`src/rtl/alu_cmd_frontend.sv`:
```
// Push-button front end for the ALU command FIFO: synchronizes and debounces the
// active-low button, then issues one gated write/read strobe (or reject) per press.
module alu_cmd_frontend #(
  parameter int unsigned DEBOUNCE_CYCLES = 2,
  parameter int unsigned COUNT_W         = 8
) (
  input  logic               clock,
  input  logic               reset,
  input  logic               button,
  input  logic               wren,
  input  logic [14:0]        dataIn,
  input  logic               full,
  input  logic               empty,
  output logic               fifo_wr,
  output logic               fifo_rd,
  output logic [14:0]        fifo_din,
  output logic               reject,
  output logic               busy,
  output logic [COUNT_W-1:0] accepted_count
);

  localparam int unsigned     CNT_W   = $clog2(DEBOUNCE_CYCLES + 1);
  localparam logic [CNT_W-1:0] CNT_TGT = CNT_W'(DEBOUNCE_CYCLES);
  localparam bit              SINGLE  = (DEBOUNCE_CYCLES == 1);

  localparam logic [1:0] IDLE  = 2'd0;
  localparam logic [1:0] ARM   = 2'd1;
  localparam logic [1:0] ISSUE = 2'd2;
  localparam logic [1:0] HOLD  = 2'd3;

  logic             btn_meta, btn_s;
  logic             wren_meta, wren_s;
  logic [1:0]       state, state_nxt;
  logic [CNT_W-1:0] cnt, cnt_nxt, cnt_inc;
  logic             go_issue;
  logic             wr_ok, rd_ok;

  always_ff @(posedge clock or negedge reset) begin
    if (!reset) begin
      btn_meta  <= 1'b1;
      btn_s     <= 1'b1;
      wren_meta <= 1'b0;
      wren_s    <= 1'b0;
    end else begin
      btn_meta  <= button;
      btn_s     <= btn_meta;
      wren_meta <= wren;
      wren_s    <= wren_meta;
    end
  end

  assign cnt_inc = cnt + CNT_W'(1);

  // The strobe decision is taken on the edge that enters ISSUE, so the
  // strobes are registered yet high for exactly the ISSUE cycle.
  always_comb begin
    state_nxt = state;
    cnt_nxt   = cnt;
    go_issue  = 1'b0;
    case (state)
      IDLE: begin
        cnt_nxt = '0;
        if (!btn_s) begin
          if (SINGLE) begin
            state_nxt = ISSUE;
            go_issue  = 1'b1;
          end else begin
            state_nxt = ARM;
            cnt_nxt   = CNT_W'(1);
          end
        end
      end
      ARM: begin
        if (btn_s) begin
          state_nxt = IDLE;
          cnt_nxt   = '0;
        end else if (cnt_inc == CNT_TGT) begin
          state_nxt = ISSUE;
          go_issue  = 1'b1;
          cnt_nxt   = '0;
        end else begin
          cnt_nxt = cnt_inc;
        end
      end
      ISSUE: begin
        state_nxt = HOLD;
        cnt_nxt   = '0;
      end
      HOLD: begin
        if (!btn_s) begin
          cnt_nxt = '0;
        end else if (cnt_inc == CNT_TGT) begin
          state_nxt = IDLE;
          cnt_nxt   = '0;
        end else begin
          cnt_nxt = cnt_inc;
        end
      end
      default: begin
        state_nxt = IDLE;
        cnt_nxt   = '0;
      end
    endcase
  end

  assign wr_ok = go_issue &&  wren_s && !full;
  assign rd_ok = go_issue && !wren_s && !empty;

  always_ff @(posedge clock or negedge reset) begin
    if (!reset) begin
      state          <= IDLE;
      cnt            <= '0;
      fifo_wr        <= 1'b0;
      fifo_rd        <= 1'b0;
      reject         <= 1'b0;
      fifo_din       <= '0;
      accepted_count <= '0;
    end else begin
      state   <= state_nxt;
      cnt     <= cnt_nxt;
      fifo_wr <= wr_ok;
      fifo_rd <= rd_ok;
      reject  <= go_issue && !wr_ok && !rd_ok;
      if (wr_ok)
        fifo_din <= dataIn;
      if (wr_ok || rd_ok)
        accepted_count <= accepted_count + COUNT_W'(1);
    end
  end

  assign busy = (state != IDLE);

endmodule

```
`config.mk`:
```
export PLATFORM = sky130hd
export DESIGN_NAME = alu_cmd_frontend
export DESIGN_NICKNAME = d
export VERILOG_FILES = /design/src/rtl/alu_cmd_frontend.sv
export SDC_FILE = /design/constraint.sdc
export NUM_CORES = 1
export LEC_CHECK = 0
export BUFFER_PORTS_ARGS = -buffer_cell sky130_fd_sc_hd__clkbuf_2
export CAP_MARGIN = 30
export CORE_UTILIZATION = 52
export DETAILED_ROUTE_END_ITERATION = 12
export HOLD_SLACK_MARGIN = 0.03
export PLACE_DENSITY = 0.83
export SLEW_MARGIN = 0
export SYNTH_ARGS = -nofsm -noshare
export SYNTH_HDL_FRONTEND = slang
export SYNTH_SLANG_ARGS = --single-unit
export TNS_END_PERCENT = 100
```
`constraint.sdc`:
```
create_clock -name clock -period 3.62 [get_ports clock]
set_input_delay 0.181 -clock clock [delete_from_list [all_inputs] [get_ports clock]]
set_output_delay 0.181 -clock clock [all_outputs]
set_load 0.02 [all_outputs]
```
==> results of run 1 <==
[per-stage QoR]
stage	area, µm²	utilization (%)	std cells
global route	1733	69.95	180
global placement	1618	65.30	168
floorplan	1368	-	93
detailed placement	1618	65.30	168
CTS	1733	69.95	180
finish	1733	69.95	180
[kinds of logic (layout without fill, tap and decap cells)]
group                    after synthesis  in the layout  share of synthesized area [%]
flip-flops                            34             34                          62.40
AND/OR/NAND/NOR                       26             26                          11.98
multiplexers                          17             17                          16.38
XOR/XNOR                               8              8                          5.123
buffers and inverters                  5             62                          2.470
AO/OA/AOI/OAI                          2              2                         0.7320
adder cells (fa/ha/maj)                1              1                         0.9148
[layer usage]
| metal | part of all wire (%) | global-route usage, % | up-vias | wire length [µm] |
|---|---|---|---|---|
| met5 | 0 | 0 | - | 0 |
| met2 | 50 | 31.46 | 37 | 1192 |
| met4 | 2.7 | 11.84 | 0 | 64 |
| met3 | 6.6 | 7.184 | 8 | 159 |
| li1 | - | - | 423 | - |
| met1 | 41 | 23.08 | 435 | 983 |
[Yosys cell counts]
library cell,count
dfrtp_1,32
mux2_4,9
mux2_2,7
nand2_1,6
nor2_1,6
xnor2_1,4
xor2_1,4
inv_1,3
nor3_1,3
a21oi_1,2
buf_6,2
dfstp_2,2
nand4_1,2
and3b_1,1
and4b_1,1
ha_1,1
mux2i_1,1
nand3_1,1
nand3_2,1
nand4b_1,1
nand4b_4,1
nor2_2,1
nor4_2,1
or2_2,1
[layout make-up]
cell class	count	area [µm²]	area share, %
Clock buffer	7	45.04	2.599
Multi-Input combinational cell	54	480.5	27.73
Inverter	3	11.26	0.6498
Timing Repair Buffer	51	275.3	15.88
Sequential cell	34	853.3	49.24
Tap cell	30	37.54	2.166
Clock inverter	1	30.03	1.733
[power by group]
group,switching (mW),internal (mW)
sequential,0.0872,0.489
combinational,0.233,0.193
clock,0.119,0.146
[worst register-to-register path, stage by stage, from the launching register on]
cell,delay [ns]
dfrtp_1,0.42
and3b_1,0.39
nand4b_4,0.37
mux2_4,0.41
[placed cells by master, fill, tap and decap left out, types with 3 or more instances in the layout]
cell	netlist	layout
mux2_2	7	7
mux2_4	9	9
xnor2_1	4	4
clkbuf_2	0	47
dlygate4sd3_1	0	4
nor2_1	6	6
clkbuf_4	0	5
nor3_1	3	3
xor2_1	4	4
nand2_1	6	6
dfrtp_1	32	32
inv_1	3	3
[registers in the layout (all words and copies together), names as in the netlist, named ones only]
name	flops
reject	1
state	1
btn_s	1
btn_meta	1
cnt	2
fifo_rd	1
wren_s	1
fifo_wr	1
fifo_din	15
accepted_count	8
wren_meta	1
[worst max-delay path by stage]
stage | from | end | slack (ns) | depth (start not counted)
floorplan | flip-flop | fifo_din[0]$_DFFE_PN0P_ | 2.18 | 4
global placement | cnt[1]$_DFF_PN0_ | fifo_din[14]$_DFFE_PN0P_ | 2.01 | 3
detailed placement | cnt[1]$_DFF_PN0_ | fifo_din[0]$_DFFE_PN0P_ | 1.94 | 3
CTS | cnt[1]$_DFF_PN0_ | fifo_din[0]$_DFFE_PN0P_ | 1.92 | 3
global route | cnt[1]$_DFF_PN0_ | fifo_din[0]$_DFFE_PN0P_ | 1.82 | 3
finish | state[0]$_DFFE_PN0P_ | fifo_din[12]$_DFFE_PN0P_ | 1.93 | 3
[repair_timing]
action	in CTS	in global routing
hold buffers	4	0
buffers inserted	0	0
setup endpoints to repair	0	0
hold endpoints to repair	35	0
==> flow_summary.yaml, run 1 <==
grt:
  grt_max_degree: 35
  grt_util_all_layers_pct: 19.99
  grt_first_pass_wirelength_um: 3815
  grt-ovfl-total: 0
  grt_pass1_vias: 835
  antenna_found_initial: 0
worst_setup_path:
  worstSetupStartpointType: "flip-flop"
  endpoint_kind: "flip-flop"
  path_buf_inv: 0
  r2r_cells: 3
  r2r-end: "fifo_din[12]$_DFFE_PN0P_"
  reg2reg_slack_ns: 1.93
  crit_fanout: 16
  r2r_start: "state[0]$_DFFE_PN0P_"
  cp_slowest_cell: "dfrtp_1"
  worstPathCellList: "and3b_1 > nand4b_4 > mux2_4"
  critical_path_class: "flip-flop to flip-flop"
  slowest_delay_ns: 0.42
  crit_family: "simple AND/OR/NAND/NOR gates"
  cp_data_arrival_time_ns: 1.92
  required_ns: 3.84
sta:
  hold_viol_final: 0
  tightest_slew_ns: 0.7970
  slew_headroom_pct: 46.86
  fin_hold_ws_ns: 0.06753
  fin_tns_setup_ns: 0
  rsz0062_at_grt: "no"
  setup_ws_ns: 1.928
  finalCriticalPeriod_ns: 1.692
  fmax_ghz: 0.5909
  finClkSkew_ns: 0.008388
  report.final.slew_viol_count: 0
  period_share_pct: 46.75
  setup_viol: 0
clocking:
  clockBufferDepth: 2
  cts_tree: "yes"
  cts_num_sinks: 34
  htree_levels: 2
  cts-root-buf: "clkbuf_4"
  cts_inserted_buffers: 5
  clock_latency_ns: 0.33
  cts_resized: 0
  cts.clk_slew.worst_paths_ns: 0.10
placement:
  place.port_buffers: 47
  pre_cts_ws_ns: 1.936
  dp_hpwl_um: 1736
  routabilityCongestion: 0.7313
synthesis:
  yosysSeqAreaShare_pct: 62.40
  synthCells: 93
  synth_top_area_share_pct: 58.55
  yosys_warnings: 0
  synth.distinct_cells: 24
  avgSynthCellArea_um2: 14.70
  yosys.area.top_type: "dfrtp_1"
  ys_ff_latch: 34
  synth.area.top_cells: "dfrtp_1, mux2_4, mux2_2"
  synth_fp_nets: 115
  synth_area_mm2: 0.001368
min_path:
  hold_start: "dataIn[11]"
  hp-class: "primary input to flip-flop"
  hold_depth: 2
  holdPathEnd: "fifo_din[11]$_DFFE_PN0P_"
route:
  routed_via_density: 5.017
  num_vias: 903
  wl_per_cell_um: 13.33
  routed_wl_um: 2399
  dr.pass1.iters: 3
  drtAntennaViolNets: 0
  drc: 0
  drt-initial-drc-count: 5
die:
  coreArea_mm2: 0.002477
  std_cell_rows: 18
  die_h_um: 53.28
  die_area_mm2: 0.002839
  start_util_pct: 55.20
  die-width_um: 53.28
  ios: 48
cells_and_area:
  fillCellCount: 205
  antenna_cells: 0
  drive_gt1_share_pct: 50.67
  nNetsFinal: 171
  syn2layout_area_growth_pct: 26.72
power_and_ir_drop:
  leakagePower_nw: 0.9561
  total_power_mw: 1.268
  power_density_mw_per_mm2: 732.0
  ir_worst_vdd_uv: 497.0
status:
  status: "complete, no violations"
run:
  maxCapViolations: 0
No activity file was read; power rests on OpenSTA's default activity.
==> inputs of run 2 (changes only) <==
- CORE_UTILIZATION: 52 -> 43
- PLACE_DENSITY: 0.83 -> 0.73
- clock period: 3.62 -> 1.55 ns (I/O delays scaled with it)
==> run 2 against run 1 <==
- non-clock buffer count grew 20
- setup slack lost 1.8 ns
- clock power grew 98%
- power grew 130%
- global-route usage shrank 1.5 points
- cell area grew 12%
- critical endpoint is now fifo_din[9]$_DFFE_PN0P_
==> flow_summary.yaml, run 2 (synthesis gave the netlist of run 1 again) <==
cells_and_area:
  largest-register: "fifo_din"
  reg_top3: "fifo_din x15, accepted_count x8, cnt x2"
  final_common_cell: "clkbuf_2"
  drive_gt1_share_pct: 50.59
  fin_util_pct: 64.26
  stdcell_count: 214
  largest_register_ffs: 15
  nNetsFinal: 191
  fillCellCount: 229
  antenna_cells: 0
  syn2layout_area_growth_pct: 42.27
  layout_common_cells: "clkbuf_2, dfrtp_1, dlygate4sd3_1"
worst_setup_path:
  critical_path_class: "flip-flop to flip-flop"
  reg2reg_slack_ns: 0.1
  crit_fanout: 6
  r2r_cells: 4
  required_ns: 1.78
  endpoint_kind: "flip-flop"
  r2r_start: "state[0]$_DFFE_PN0P_"
  worstSetupStartpointType: "flip-flop"
  cp_data_arrival_time_ns: 1.68
  r2r-end: "fifo_din[9]$_DFFE_PN0P_"
placement:
  dp_hpwl_um: 1769
  routabilityCongestion: 0.7884
  post-place-cells: 185
  place.port_buffers: 47
route:
  drt-initial-drc-count: 36
  num_vias: 1000
  dr.pass1.iters: 4
  routed_via_density: 4.673
  drc: 0
  routed_wl_um: 2829
  drtAntennaViolNets: 0
  wl_per_cell_um: 13.22
clocking:
  cts_tree: "yes"
  cts_inserted_buffers: 5
  clockBufferDepth: 2
  cts.clk_slew.worst_paths_ns: 0.11
  cts_num_sinks: 34
  clock_latency_ns: 0.34
  htree_levels: 2
  cts-root-buf: "clkbuf_4"
run:
  maxCapViolations: 0
status:
  status: "complete, no violations"
die:
  die_h_um: 58.40
  start_util_pct: 45.17
  std_cell_rows: 20
  coreArea_mm2: 0.003028
  ios: 48
  die_area_mm2: 0.003410
  die-width_um: 58.40
grt:
  grt-ovfl-total: 0
  grt_pass1_vias: 1048
  grt_first_pass_wirelength_um: 4560
  antenna_found_initial: 0
  grt_util_all_layers_pct: 18.51
  grt_max_degree: 35
min_path:
  hold_depth: 3
  hold_start: "full"
  hp-class: "primary input to flip-flop"
  holdPathEnd: "reject$_DFF_PN0_"
power_and_ir_drop:
  leakagePower_nw: 1.040
  power_density_mw_per_mm2: 1524
  ir_worst_vdd_uv: 1106
  total_power_mw: 2.966
sta:
  fmax_ghz: 0.6885
  report.final.slew_viol_count: 0
  tightest_slew_ns: 0.4108
  finalCriticalPeriod_ns: 1.452
  finClkSkew_ns: 0.01051
  hold_viol_final: 0
  slew_headroom_pct: 72.62
  setup_viol: 0
  period_share_pct: 93.71
  rsz0062_at_grt: "no"
[run 2: how the worst max path moves through the flow]
stage / endpoint / cells after the start / start
after floorplan: fifo_din[0]$_DFFE_PN0P_ / 4 / flip-flop
after global routing: accepted_count[7]$_DFFE_PN0P_ / 4 / wren_s$_DFF_PN0_
after detailed placement: fifo_din[12]$_DFFE_PN0P_ / 3 / cnt[1]$_DFF_PN0_
after global placement: fifo_din[11]$_DFFE_PN0P_ / 3 / cnt[1]$_DFF_PN0_
final: fifo_din[9]$_DFFE_PN0P_ / 4 / state[0]$_DFFE_PN0P_
after CTS: accepted_count[5]$_DFFE_PN0P_ / 4 / wren_s$_DFF_PN0_
[run 2: timing repair]
action | CTS | global route
setup buffers | 2 | 0
endpoints found under the hold margin | 50 | 0
pin swaps | 1 | 0
resized for setup | 0 | 3
endpoints found under the setup margin | 15 | 4
hold buffers | 19 | 0
[run 2: report_power, final]
group	switching (mW)	total, mW	internal [mW]
logic	0.586	1.10	0.516
registers	0.193	1.34	1.14
clock network	0.309	0.527	0.218
total	1.09	2.97	1.88
[run 2: worst max-delay path, stage by stage, from the launching register on]
cell	delay, ns
dfrtp_1	0.44
and3b_2	0.29
nand4b_4	0.12
buf_4	0.16
mux2_2	0.34
[run 2: routing by layer]
| layer | up-vias | share of wire (%) | global-route usage (%) |
|---|---|---|---|
| li1 | 468 | - | - |
| met1 | 477 | 42 | 21.57 |
| met2 | 49 | 50 | 31.20 |
| met3 | 6 | 6.2 | 7.033 |
| met4 | 0 | 1.8 | 6.803 |
| met5 | - | 0 | 0 |
[run 2: stage by stage]
step	hold slack (ns)	setup WS [ns]	cell area, µm²	TNS [ns]
floorplan	-0.2181	0.1134	1368	0
global placement	0.1194	0.006145	1658	0
detailed placement	0.1289	-0.08705	1658	-1.092
CTS	0.08619	0.03433	1939	0
global route	0.08374	0.02166	1946	0
finish	0.06863	0.09755	1946	0
[run 2: cell type report]
type                    instances  area (µm²)  share of cell area [%]
flip-flops and latches         34       854.6                   43.92
multi-input cells              54       485.5                   24.95
clock inverters                 2       12.51                  0.6431
well taps                      44       55.05                   2.830
inverters                       3       11.26                  0.5788
clock buffers                   6       51.30                   2.637
repair buffers                 71       475.5                   24.44
==> inputs of run 3 (changes only) <==
- RECOVER_POWER: not set -> 100
==> run 3 against run 2 <==
- clock power about the same
- sequential share of layout area grew 1.8 points
- critical path type unchanged
- highest routed layer unchanged
- via count grew 1.8%
- first-iteration DRC count increased by 2.8%
- power shrank 4.4%
- clock skew rose by 0.0017 ns
- critical path depth is the same
- largest power group unchanged
- clock-buffer cell count did not move
- worst hold slack better by 0.0023 ns
- critical endpoint is now fifo_din[0]$_DFFE_PN0P_
- sequential power hardly changed
- register-to-register slack lost 0.03 ns
==> flow_summary.yaml, run 3 (synthesis gave the netlist of run 1 again) <==
cells_and_area:
  fin_util_pct: 61.74
  fin_area_mm2: 0.001869
  stdcell_count: 214
  largest-register: "fifo_din"
  layout_common_cells: "dfrtp_1, clkbuf_1, clkbuf_2"
  syn2layout_area_growth_pct: 36.69
  reg_top3: "fifo_din x15, accepted_count x8, cnt x2"
  final_common_cell: "dfrtp_1"
  nNetsFinal: 191
  largest_register_ffs: 15
  drive_gt1_share_pct: 30.00
  antenna_cells: 0
clocking:
  htree_levels: 2
  cts.clk_slew.worst_paths_ns: 0.10
  cts_num_sinks: 34
  cts-root-buf: "clkbuf_4"
  clockBufferDepth: 2
  cts_tree: "yes"
  cts_inserted_buffers: 5
  clock_latency_ns: 0.34
sta:
  tightest_slew_ns: 0.7964
  finClkSkew_ns: 0.01221
  period_share_pct: 95.71
  fmax_ghz: 0.6741
  fin_hold_ws_ns: 0.07092
  finalCriticalPeriod_ns: 1.483
  report.final.slew_viol_count: 0
  rsz0062_at_grt: "no"
  setup_viol: 0
  hold_viol_final: 0
  slew_headroom_pct: 46.91
  setup_ws_ns: 0.06650
worst_setup_path:
  required_ns: 1.77
  worstPathCellList: "and3b_2 > nand4b_4 > buf_4 > mux2_1"
  slowest_delay_ns: 0.44
  reg2reg_slack_ns: 0.07
  crit_fanout: 10
  r2r_cells: 4
  cp_data_arrival_time_ns: 1.70
  r2r_start: "state[0]$_DFFE_PN0P_"
  critical_path_class: "flip-flop to flip-flop"
  endpoint_kind: "flip-flop"
  worstSetupStartpointType: "flip-flop"
  cp_slowest_cell: "dfrtp_1"
  r2r-end: "fifo_din[0]$_DFFE_PN0P_"
grt:
  grt_pass1_vias: 1048
  grt_first_pass_wirelength_um: 4560
  grt-ovfl-total: 0
  grt_util_all_layers_pct: 18.51
  grt_max_degree: 35
  antenna_found_initial: 0
placement:
  pre_cts_ws_ns: -0.08705
  place_area_mm2: 0.001658
  routabilityCongestion: 0.7884
  dp_hpwl_um: 1769
  post-place-cells: 185
  place.port_buffers: 47
die:
  ios: 48
  die_area_mm2: 0.003410
  die-width_um: 58.40
  coreArea_mm2: 0.003028
  die_h_um: 58.40
  start_util_pct: 45.17
  std_cell_rows: 20
status:
  status: "complete, no violations"
power_and_ir_drop:
  power_density_mw_per_mm2: 1517
  ir_worst_vdd_uv: 1074
  leakagePower_nw: 0.9146
route:
  wl_per_cell_um: 13.29
  routed_wl_um: 2845
  drc: 0
  routed_via_density: 4.757
  drtAntennaViolNets: 0
  num_vias: 1018
  dr.pass1.iters: 4
  drt-initial-drc-count: 37
min_path:
  hp-class: "primary input to flip-flop"
  holdPathEnd: "reject$_DFF_PN0_"
  hold_depth: 3
  hold_start: "full"
run:
  maxCapViolations: 0
## run 3: cell types whose count changed in the layout (fill, tap and decap cells not counted), sizes merged
cell,change
buf,-2
clkbuf,+2
## run 3: layout make-up
cell class              instances  area, µm²
inverters                       3      11.26
clock buffers                   6      51.30
flip-flops and latches         34      854.6
fillers                       255       1159
repair buffers                 71      421.7
multi-input cells              54      462.9
clock inverters                 2      12.51
well taps                      44      55.05
## run 3: worst max-delay path: cells and delay by family (launching register included)
kind / cells / cell delay [ns]
simple gates: 2 / 0.40
buf+inv: 1 / 0.20
flops: 1 / 0.44
mux: 1 / 0.34
## run 3: through the flow
stage                     TNS (ns)  power, mW
after floorplan                  0      2.020
after global placement           0      2.340
after detailed placement    -1.092      2.387
after CTS                        0      2.966
after global routing             0      2.989
final                            0      2.836
## run 3: where the power goes
| part | switching, mW | leakage (nW) | internal [mW] |
|---|---|---|---|
| Clock | 0.310 | 0.0343 | 0.218 |
| Sequential | 0.188 | 0.433 | 1.14 |
| Combinational | 0.586 | 0.448 | 0.391 |
## run 3: worst max-delay path by stage
stage / startpoint / endpoint / slack, ns / cells after the start
6_report: state[0]$_DFFE_PN0P_ / fifo_din[0]$_DFFE_PN0P_ / 0.07 / 4
5_1_grt: flip-flop / fifo_din[1]$_DFFE_PN0P_ / 0.02 / 4
4_1_cts: wren_s$_DFF_PN0_ / accepted_count[5]$_DFFE_PN0P_ / 0.03 / 4
3_5_place_dp: cnt[1]$_DFF_PN0_ / fifo_din[12]$_DFFE_PN0P_ / -0.09 / 3
3_3_place_gp: cnt[1]$_DFF_PN0_ / fifo_din[11]$_DFFE_PN0P_ / 0.006 / 3
2_1_floorplan: flip-flop / fifo_din[0]$_DFFE_PN0P_ / 0.11 / 4
## run 3: repair_timing
item                                    in CTS  in global routing
buffers inserted                             2                  0
resized for setup                            0                  3
pin swaps                                    1                  0
hold buffers                                19                  0
endpoints found under the setup margin      15                  4
endpoints found under the hold margin       50                  0
## run 3: routing by layer
metal | wire length [µm] | global-route usage (%) | vias up
li1 | - | - | 467
met1 | 1192 | 21.57 | 488
met2 | 1409 | 31.20 | 57
met3 | 191 | 7.033 | 6
met4 | 52 | 6.803 | 0
met5 | 0 | 0 | -
